$ cat src/rtl/mem_arbiter4.sv
// Four-requester round-robin arbiter for a shared 32-bit memory resource.
// One-cycle grant latency, no pre-emption, forced release after TIMEOUT hold cycles.
module mem_arbiter4 #(
  parameter int unsigned TIMEOUT = 15
) (
  input  logic       clk,
  input  logic       rst,
  input  logic [3:0] req,
  input  logic       mem_ready,
  output logic [3:0] grant,
  output logic [1:0] sel,
  output logic       busy,
  output logic       timeout
);

  typedef enum logic [1:0] {IDLE, GRANT, RELEASE} state_t;

  localparam logic [7:0] HOLD_MAX = 8'(TIMEOUT - 1);

  state_t     state, state_n;
  logic [3:0] grant_n;
  logic [1:0] sel_n, last, last_n, win, idx;
  logic [7:0] cnt, cnt_n;
  logic       timeout_n, found;

  // Rotating-priority search starting just after the last granted index.
  always_comb begin
    win   = last;
    idx   = last;
    found = 1'b0;
    for (int unsigned k = 1; k <= 4; k++) begin
      idx = last + 2'(k);
      if (!found && req[idx]) begin
        win   = idx;
        found = 1'b1;
      end
    end
  end

  always_comb begin
    state_n   = state;
    grant_n   = grant;
    sel_n     = sel;
    cnt_n     = cnt;
    last_n    = last;
    timeout_n = 1'b0;
    unique case (state)
      IDLE: begin
        if (|req) begin
          state_n = GRANT;
          grant_n = 4'(1) << win;
          sel_n   = win;
          cnt_n   = '0;
        end
      end
      GRANT: begin
        cnt_n = cnt + 8'd1;
        // Completion wins over both the hold limit and a dropped request.
        if (mem_ready) begin
          state_n = RELEASE;
          grant_n = '0;
        end else if (cnt == HOLD_MAX) begin
          state_n   = RELEASE;
          grant_n   = '0;
          timeout_n = 1'b1;
        end else if (!req[sel]) begin
          state_n = RELEASE;
          grant_n = '0;
        end
      end
      RELEASE: begin
        state_n = IDLE;
        last_n  = sel;
      end
      default: begin
        state_n = IDLE;
        grant_n = '0;
      end
    endcase
  end

  always_ff @(posedge clk or posedge rst) begin
    if (rst) begin
      state   <= IDLE;
      grant   <= '0;
      sel     <= '0;
      cnt     <= '0;
      last    <= 2'd3;
      timeout <= 1'b0;
    end else begin
      state   <= state_n;
      grant   <= grant_n;
      sel     <= sel_n;
      cnt     <= cnt_n;
      last    <= last_n;
      timeout <= timeout_n;
    end
  end

  assign busy = (state != IDLE);

endmodule

$ cat config.mk
export PLATFORM = sky130hd
export DESIGN_NAME = mem_arbiter4
export DESIGN_NICKNAME = d
export VERILOG_FILES = /design/src/rtl/mem_arbiter4.sv
export SDC_FILE = /design/constraint.sdc
export NUM_CORES = 1
export LEC_CHECK = 0
export ABC_CLOCK_PERIOD_IN_PS = 4300
export CORE_MARGIN = 4
export CORE_UTILIZATION = 55
export CTS_BUF_LIST = sky130_fd_sc_hd__clkbuf_16
export DETAILED_ROUTE_END_ITERATION = 6
export PLACE_DENSITY_LB_ADDON = 0.15
export SLEW_MARGIN = 0
export SYNTH_ARGS = -nofsm -noshare
export SYNTH_HDL_FRONTEND = slang
export SYNTH_SLANG_ARGS = --single-unit
$ cat constraint.sdc
create_clock -name clk -period 4.3 [get_ports clk]
set_input_delay 0.86 -clock clk [delete_from_list [all_inputs] [get_ports clk]]
set_output_delay 0.86 -clock clk [all_outputs]
set_load 0.1 [all_outputs]
Yosys cells after proc, flatten, opt, wreduce, memory -nomap -nowiden
Index checks and enable logic that the tools add are counted.
{"block": "totals", "ff_bits": 19, "latchBits": 0, "ramBits": 0, "romBits": 0, "inputBits": 7, "output_inout_bits": 8, "elab_cells": 68, "mem_count": 0}
{"block": "op_classes", "addsub": 4, "n_mul": 0, "div_mod_pow": 0, "magnitude_cmp": 5, "eq_ne": 5, "n_shift": 1, "mux": 32, "n_bitwise": 1, "reduce_logical": 14}
{"cell": "2-bit two-way mux", "count": 8}
{"cell": "4-bit two-way mux", "count": 4}
{"cell": "8-bit one-hot mux with 2 select lines", "count": 1}
{"cell": "2-bit by 3-bit < comparator with 1-bit output, second input constant", "count": 5}
{"cell": "4-bit one-hot mux with 3 select lines", "count": 1}
{"cell": "1-bit two-way mux", "count": 11}
{"cell": "1-bit binary-select mux with 2-bit select", "count": 5}
{"cell": "8-bit by 1-bit adder with 8-bit output, second input constant", "count": 1}
{"cell": "8-bit by 4-bit equality test with 1-bit output, second input constant", "count": 1}
{"cell": "8-bit two-way mux", "count": 1}
{"cell": "2-bit AND reduction", "count": 3}
{"cell": "2-bit adder, second input constant", "count": 2}
{"cell": "4-bit != test, second input constant", "count": 1}
{"cell": "2-bit one-hot mux with 2 select lines", "count": 1}
{"cell": "2-bit nonzero test", "count": 2}
{"cell": "4-bit OR reduction", "count": 1}
{"cell": "1-bit by 2-bit << shifter with 4-bit output, first input constant", "count": 1}
{"cell": "1-bit logical AND", "count": 3}
{"cell": "1-bit zero test", "count": 3}
{"cell": "3-bit AND reduction", "count": 1}
{"cell": "2-bit by 1-bit adder with 2-bit output, second input constant", "count": 1}
{"cell": "2-bit by 1-bit equality test with 1-bit output, second input constant", "count": 1}
{"cell": "2-bit equality test, second input constant", "count": 1}
{"cell": "2-bit zero test", "count": 1}
{"cell": "2 further kinds", "count": 2}

Depth between registers and ports, before layout
Gate-level depths: netlist (run 1).
{"block": "depth", "depth_word": 16, "depth_mapped": 6, "ltp_nobuf": 6}

Worst setup path before layout (run 1)
OpenSTA, ideal clock, no wires.
{"block": "synth_timing", "path_type": "register to register", "start": "reg sel[1]", "end": "reg grant[0]", "setup_time_ns": 0.123, "arrival_time_ns": 1.970, "required_time_ns": 4.177, "slack_ns": 2.207, "path_stages_with_launch": 4, "n_path_buf": 0, "period_less_slack_ns": 2.093, "cell_sequence": "dfrtp_1 -> mux4_2 -> a31o_2 -> a32o_1"}
{"block": "synth_via", "elab_chain_len": 4}
{"element": "start, declared", "line_no": "11", "source": "output logic [1:0] sel,"}
{"element": "start signal, assigned", "line_no": "93", "source": "sel <= sel_n;"}
{"element": "1-bit binary-select mux with 2-bit select", "line_no": "66", "source": "end else if (!req[sel]) begin"}
{"element": "1-bit two-way mux (not written as such)", "line_no": "66"}
{"element": "4-bit != test (no source line)"}
{"element": "3-bit AND reduction (no source line)"}
{"element": "end signal, assigned", "line_no": "92", "source": "grant <= grant_n;"}
{"element": "end, declared", "line_no": "10", "source": "output logic [3:0] grant,"}
Every way passes these cells. The select of a mux whose other input is x is not followed.
A chain may end at the register's enable or synchronous reset.

Worst setup path in the final report (run 1)
{"block": "layout_timing", "start": "reg state[0]", "end": "out busy"}
{"block": "layout_via", "elab_chain_len": 1}
{"element": "start, declared", "line_no": "20", "source": "state_t state, state_n;"}
{"element": "start signal, assigned", "line_no": "91", "source": "state <= state_n;"}
{"element": "2-bit nonzero test", "line_no": "100", "source": "assign busy = (state != IDLE);"}
{"element": "end, declared", "line_no": "12", "source": "output logic busy,"}
Every way passes these cells.

==> metrics.txt, run 1 <==
Worst R2R Setup Slack 2740 ps; post-CTS sizing 0; Worst-Margin Slew 967 ps; first-pass GRT wire length 3.63 mm; most common cell in the synthesized netlist dfrtp_1; reg2reg start cnt[0]; vias in the first global route 805; drt via density 5.90; I/O Pins 15; die width 50.2 um; commonest cells in the netlist dfrtp_1, o21ai_0, nand2_1, nor2_1, nand2b_1; WL/cell 15.2 um; final WL 2.06 mm; GPL Wtd Cong 0.775; core area 1590 um2; PwrDens 833 nW/um2; outcome complete, no violations; Cell Area, Synth 978 um2; WP data arrival 2000 ps; CP required 3440 ps; FP Rows 14; Unique masters post-synth 34; initial DRC count 20; share of post-route cells with drive strength above 1 0.126; P_leak 0.527 nW; Synth Area per Inst 10.3 um2; largest net degree at the start of global routing 20; Syn-to-layout area delta 24.0%; Reg clk slew, reported paths 60 ps; ys flop type dfrtp_1; Worst-Skew Late Latency 250 ps; hold buffers post-CTS 0; CTS H-tree depth 1; crit path capture type output port; Area contributors post-synth dfrtp_1, o21ai_0, dfstp_2; sum of negative setup slack 0 ps; Seq/Total Area, Yosys 0.488; CTS Buffer Depth 2; Final Net Count 121; Fmax 349 MHz; Die Y 50.2 um; Num Clock Sinks 19; Inst Count DP 131; crit path from state[0]; slew margin rel. 0.353; Layout Skew 7.55 ps; CP max FO 6; Die Area 2520 um2; final hold vios 0; Power Total 1.01 mW; port buffer count 14; Hold WS 489 ps; Crit Path Category flop to output port; FFs w/ async S/R, synth 1.00; Antenna Cells 0; setup bufs post-CTS 0; GRT Util Overall 0.196; Synth area leader dfrtp_1; CTS tree done; Layout Cells excl Fill 135; slowest cell on the critical path clkdlybuf4s50_1; Net Count, Synth 104; Initial Util 0.614; grt ovf 0; maximum VDD drop 738 uV; Synth Warn # 0; Antenna Nets Post-Route 0; Hold Crit Class flop to flop; DRC Markers 0; cells after synthesis 95; CP Launch Type flop; antenna violations before repair 0; Num CTS Buffers 3; count of pins over their slew limit 0; crit-path max cell delay 980 ps; Via Count 797; Post-DP HPWL 1.43 mm; Yosys reg bits 19; Post-synth EDFFs 0; worst-path cell chain or2_2 > clkdlybuf4s50_1; CTS root buf clkbuf_16; final setup fails 0; maxcap violations 0; FF-to-FF End grant[0]; Worst R2R Path Depth 6; unrepaired setup endpoints after global routing false; Tmin final 2860 ps; drt first pass iters 4; CP endpoint busy; period utilization 0.666; top cell type's share of synthesized area 0.435
cell families (layout without fill, tap and decap cells):
logic type	after synthesis	count (layout)	synth area share
and+or+nand+nor	34	34	0.189
muxes	3	3	0.0460
adders and majority gates	2	2	0.0256
AOI/OAI and AO/OA	29	29	0.202
xor gates and xnor gates	2	2	0.0179
buffers and inverters	6	22	0.0307
DFF	19	19	0.488
area by class of cell:
| class | instances | area [um2] |
|---|---|---|
| clock buffers | 3 | 75.1 |
| inverters | 4 | 15.0 |
| fillers | 108 | 380 |
| multi-input cells | 70 | 470 |
| repair buffers | 14 | 140 |
| clock inverters | 1 | 5.00 |
| flip-flops and latches | 19 | 478 |
| well taps | 24 | 30.0 |
report_power, final:
group          internal (mW)  switching (mW)  total, mW  leakage (nW)
sequential             0.240          0.0551      0.295         0.247
combinational          0.156           0.371      0.527         0.239
clock                  0.125          0.0641      0.189        0.0409
through the flow:
step                utilization  area [um2]  worst slack (ps)
global placement          0.711        1130              1740
CTS                       0.761        1210              1430
finish                    0.761        1210              1440
global route              0.761        1210              1380
detailed placement        0.711        1130              1710
floorplan                     -         978              2210
flip-flops by register name, indices dropped and copies added, names as in the netlist:
name,cells
cnt,8
sel,2
timeout,1
last,2
grant,4
state,2
critical path: cells and delay by family, from the launching register on:
| kind | cells | cell delay, ps |
|---|---|---|
| flops | 1 | 430 |
| buf+inv | 1 | 980 |
| simple gates | 1 | 340 |
placed cells by master (no fill, tap or decap), types with 3 or more instances in the layout:
cell type        instances
clkbuf_16                3
dfrtp_1                 17
a32o_1                   4
nand2_1                  8
nor2_1                   7
and3_1                   3
a21oi_1                  3
nand2b_1                 5
clkdlybuf4s50_1         14
inv_1                    4
o21ai_0                 11
how the worst min path moves through the flow:
stage	endpoint	cells after the start	from
final	cnt[7]	1	cnt[7]
after global routing	cnt[7]	1	cnt[7]
after CTS	grant[2]	1	grant[2]
after floorplan	cnt[7]	1	cnt[7]
after detailed placement	grant[2]	1	grant[2]
after global placement	grant[3]	1	grant[3]
routing by layer:
layer  global-route usage  vias to the layer above  wire [um]
met5                    0                        -          0
met4                0.143                        0         60
met3               0.0621                        8        118
met2                0.296                       23        982
met1                0.235                      388        894
li1                     -                      378          -
Power figures use the tool's default switching activity.
==> inputs of run 2 (changes only) <==
ABC_CLOCK_PERIOD_IN_PS = 2900   (was 4300)
CORE_UTILIZATION = 51   (was 55)
clock period = 2.9 ns   (was 4.3 ns; I/O delays follow)
==> metrics.txt, run 2 (synthesis gave the netlist of run 1 again) <==
Final Net Count 121 (unchanged); core area 1760 um2 (was 1590 um2); final setup fails 0 (unchanged); Layout Skew 0.954 ps (was 7.55 ps); Crit Path Category input port to flop (was flop to output port); initial DRC count 24 (was 20); CP required 3080 ps (was 3440 ps); setup bufs post-CTS 0 (unchanged); Initial Util 0.555 (was 0.614); P_leak 0.540 nW (was 0.527 nW); period utilization 0.695; most frequent cells in the layout dfrtp_1, o21ai_0, nand2_1, buf_4, nor2_1 (was dfrtp_1, clkdlybuf4s50_1, o21ai_0); most flop-heavy register cnt (unchanged); Layout Cells excl Fill 136 (was 135); GRT Util Overall 0.184 (was 0.196); Fmax 496 MHz; Largest register FFs 8 (unchanged); Hold Crit Class flop to flop (unchanged); share of post-route cells with drive strength above 1 0.189 (was 0.126); maximum VDD drop 660 uV (was 738 uV); Num CTS Buffers 3 (unchanged); antenna violations before repair 0 (unchanged); count of pins over their slew limit 0 (unchanged); Reg clk slew, reported paths 50 ps (was 60 ps); Die Area 2680 um2 (was 2520 um2); I/O Pins 15 (unchanged); final WL 2.03 mm (was 2.06 mm); Die Y 51.8 um (was 50.2 um); maxcap violations 0 (unchanged); CTS Buffer Depth 2 (unchanged); CTS H-tree depth 1 (unchanged); CTS root buf clkbuf_16 (unchanged); FP Rows 15 (was 14); Inst Count DP 132 (was 131); port buffer count 14 (unchanged); Via Count 784 (was 797); final hold vios 0 (unchanged); grt ovf 0 (unchanged); Worst-Skew Late Latency 250 ps (about the same); hold buffers post-CTS 0 (unchanged); CTS tree done (unchanged); PwrDens 1230 nW/um2 (was 833 nW/um2); post-CTS sizing 0 (unchanged); drt first pass iters 4 (unchanged); Post-DP HPWL 1.47 mm (was 1.43 mm); Tmin final 2010 ps; CP Launch Type input port (was flop); Syn-to-layout area delta 22.0% (was 24.0%); GPL Wtd Cong 0.856 (was 0.775); WP data arrival 2190 ps (was 2000 ps); sum of negative setup slack 0 ps (unchanged); Antenna Cells 0 (unchanged); drt via density 5.76 (was 5.90); vias in the first global route 761 (was 805); largest net degree at the start of global routing 20 (unchanged); Regs by FF count cnt (8), grant (4) (unchanged); Worst-Margin Slew 719 ps (was 967 ps); first-pass GRT wire length 3.61 mm (was 3.63 mm); WL/cell 14.9 um (was 15.2 um); die width 51.8 um (was 50.2 um); DRC Markers 0 (unchanged); most common cell after layout, fill and taps aside dfrtp_1 (unchanged); Num Clock Sinks 19 (unchanged); unrepaired setup endpoints after global routing false (unchanged); outcome complete, no violations (unchanged); crit path capture type flop (was output port); slew margin rel. 0.520 (was 0.353); CP max FO 5 (was 6); Antenna Nets Post-Route 0 (unchanged)
-- run 2: changes by cell type in the layout (fill, tap and decap cells not counted) --
| cell | change |
|---|---|
| buf_4 | +8 |
| clkdlybuf4s50_1 | -8 |
| clkinv_2 | -1 |
| inv_1 | +1 |
-- run 2: report_power, final --
part	total, mW	switching, mW	internal, mW
Combinational	0.760	0.547	0.214
Sequential	0.437	0.0814	0.356
Clock	0.275	0.0915	0.183
-- run 2: metal layers --
metal / up-vias / global-route usage / wire [um]
met2: 24 / 0.284 / 947
met4: 0 / 0.0786 / 26
met1: 376 / 0.252 / 918
met3: 4 / 0.0372 / 138
li1: 380 / - / -
met5: - / 0 / 0
-- run 2: final timing paths --
check,start,cells after the start,slack (ps),end
worst max-delay path,req[3],5,890,grant[0]
worst min-delay path,grant[2],1,490,grant[2]
worst max register to register,last[0],4,1280,grant[0]
worst min register to register,grant[2],1,490,grant[2]
max in group asynchronous,rst,2,1690,cnt[1]
min in group asynchronous,rst,2,760,cnt[7]
-- run 2: through the flow --
step	total power, mW	hold slack [ps]	worst slack, ps	utilization	cell area [um2]
floorplan	1.05	454	807	-	978
global placement	1.19	479	737	0.632	1110
detailed placement	1.20	486	679	0.632	1110
CTS	1.48	495	892	0.677	1190
global route	1.56	513	759	0.677	1190
finish	1.47	494	885	0.677	1190
-- run 2: critical path: stages --
cell             delay, ps
clkdlybuf4s50_1        480
nor2b_1                190
a21o_1                 170
a221oi_1               490
a32o_1                 270
-- run 2: layout make-up --
class	instances	area, um2
multi-input cells	70	470
clock buffers	3	75.1
well taps	25	31.3
clock inverters	1	3.75
repair buffers	14	120
flip-flops and latches	19	478
fillers	138	571
inverters	4	15.0
==> inputs of run 3 (changes only) <==
ABC_CLOCK_PERIOD_IN_PS = 1900   (was 2900)
clock period = 1.9 ns   (was 2.9 ns; I/O delays follow)
==> metrics.txt, run 3 (synthesis gave the netlist of run 1 again) <==
Fillers 137 (was 138); Via Count 824 (was 784); DRC Markers 0 (unchanged); GPL Wtd Cong 0.909 (was 0.856); met2 Track Usage GR 0.263 (was 0.284); Num CTS Buffers 3 (unchanged); CTS H-tree depth 1 (unchanged); reg2reg start sel[1] (was last[0]); CP Launch Type input port (unchanged); CP endpoint grant[3] (was grant[0]); met3 usage in global routing 0.0516 (was 0.0372); Antenna Cells 0 (unchanged); count of pins over their slew limit 0 (unchanged); Layout Skew 1.40 ps (was 0.954 ps); Syn-to-layout area delta 29.8% (was 22.0%); Regs by FF count cnt (8), grant (4) (unchanged); P_leak 0.577 nW (was 0.540 nW); Power Total 2.38 mW (was 1.47 mW); drt first pass iters 4 (unchanged); maximum VDD drop 1130 uV (was 660 uV); crit path from req[0] (was req[3]); Seq. cell area 479 um2 (was 478 um2); CTS root buf clkbuf_16 (unchanged); slowest cell on the critical path or4_4 (was a221oi_1); grt ovf 0 (unchanged); worst-path cell chain clkdlybuf4s50_1 > or4_4 > a21oi_1 > a31o_2 > a32o_1 (was clkdlybuf4s50_1 > nor2b_1 > a21o_1 > a221oi_1 > a32o_1); slew margin rel. 0.789 (was 0.520); Area after DPL 1190 um2 (was 1110 um2); Core Util, Final 0.720 (was 0.677); Die Y 51.8 um (unchanged); CTS tree done (unchanged); final setup fails 0 (unchanged); CP max FO 4 (was 5); final WL 2.05 mm (was 2.03 mm); Final Instance Area 1270 um2 (was 1190 um2); I/O Pins 15 (unchanged); port buffer count 14 (unchanged); WP data arrival 1910 ps (was 2190 ps); first-pass GRT wire length 3.57 mm (was 3.61 mm); area of the multi-input gates 470 um2 (unchanged); GRT met1 Usage 0.247 (was 0.252); hold buffers post-CTS 0 (unchanged); post-route setup slack 180 ps (was 885 ps); share of post-route cells with drive strength above 1 0.233 (was 0.189); maxcap violations 0 (unchanged); post-CTS sizing 0 (unchanged); Antenna Nets Post-Route 0 (unchanged); Num Clock Sinks 19 (unchanged); Initial Util 0.555 (unchanged); Post-DP HPWL 1.48 mm (was 1.47 mm); CP required 2090 ps (was 3080 ps); Hold Crit Class input port to asynchronous set/reset pin (was flop to flop); FP Rows 15 (unchanged); Layout Cells excl Fill 141 (was 136); period utilization 0.905; most common cell after layout, fill and taps aside dfrtp_1 (unchanged); Worst-Margin Slew 317 ps (was 719 ps); PwrDens 1870 nW/um2 (was 1230 nW/um2); WL/cell 14.5 um (was 14.9 um); most frequent cells in the layout dfrtp_1, o21ai_0, buf_4 (was dfrtp_1, o21ai_0, nand2_1, buf_4, nor2_1); die width 51.8 um (unchanged); grt peak-use layer met2 (unchanged); final hold vios 0 (unchanged); CTS Buffer Depth 2 (unchanged); Worst R2R Path Depth 3 (was 4); Crit Path Category input port to flop (unchanged); vias in the first global route 786 (was 761); Inst Count DP 137 (was 132); initial DRC count 28 (was 24); outcome complete, no violations (unchanged); Largest register FFs 8 (unchanged); Die Area 2680 um2 (unchanged); Worst-Skew Late Latency 250 ps (about the same); largest net degree at the start of global routing 20 (unchanged); sum of negative setup slack 0 ps (unchanged); Tmin final 1720 ps; GRT Util Overall 0.185 (was 0.184); Worst R2R Setup Slack 400 ps (was 1280 ps); Hold WS 455 ps (was 494 ps); FF-to-FF End grant[3] (was grant[0]); crit path capture type flop (unchanged); Fmax 581 MHz; drt via density 5.84 (was 5.76); most flop-heavy register cnt (unchanged); Final Net Count 126 (was 121); unrepaired setup endpoints after global routing false (unchanged); Place WS -60.6 ps (was 679 ps); core area 1760 um2 (unchanged); setup bufs post-CTS 0 (unchanged); crit-path max cell delay 580 ps (was 490 ps); Reg clk slew, reported paths 50 ps (about the same); antenna violations before repair 0 (unchanged)
-- run 3: how the worst min path moves through the flow --
stage               startpoint  endpoint  slack, ps  cells after the start
floorplan                  rst    cnt[0]        330                      1
global placement      grant[3]  grant[3]        480                      1
detailed placement      cnt[7]    cnt[7]        480                      1
CTS                        rst    cnt[7]        470                      3
global route               rst    cnt[7]        490                      3
finish                     rst    cnt[6]        460                      3
-- run 3: per-layer routing --
metal | share of wire | vias to the layer above
met2 | 0.45 | 26
met4 | 0.032 | 0
li1 | - | 392
met1 | 0.47 | 398
met3 | 0.050 | 8
met5 | 0 | -
-- run 3: worst max-delay path, delay by kind of cell --
family | cells | cell delay (ps)
AOI/OAI and AO/OA | 3 | 480
buffers and inverters | 1 | 480
and+or+nand+nor | 1 | 580
-- run 3: final cells by class --
type | count | share of cell area
Sequential cell | 19 | 0.377
Multi-Input combinational cell | 70 | 0.370
Timing Repair Buffer | 19 | 0.154
Clock buffer | 3 | 0.0591
Tap cell | 25 | 0.0246
Inverter | 4 | 0.0118
Clock inverter | 1 | 0.00296
-- run 3: report_power, final --
part / internal, mW / switching (mW) / total (mW)
combinational: 0.428 / 0.842 / 1.27
sequential: 0.545 / 0.139 / 0.684
clock: 0.280 / 0.147 / 0.427
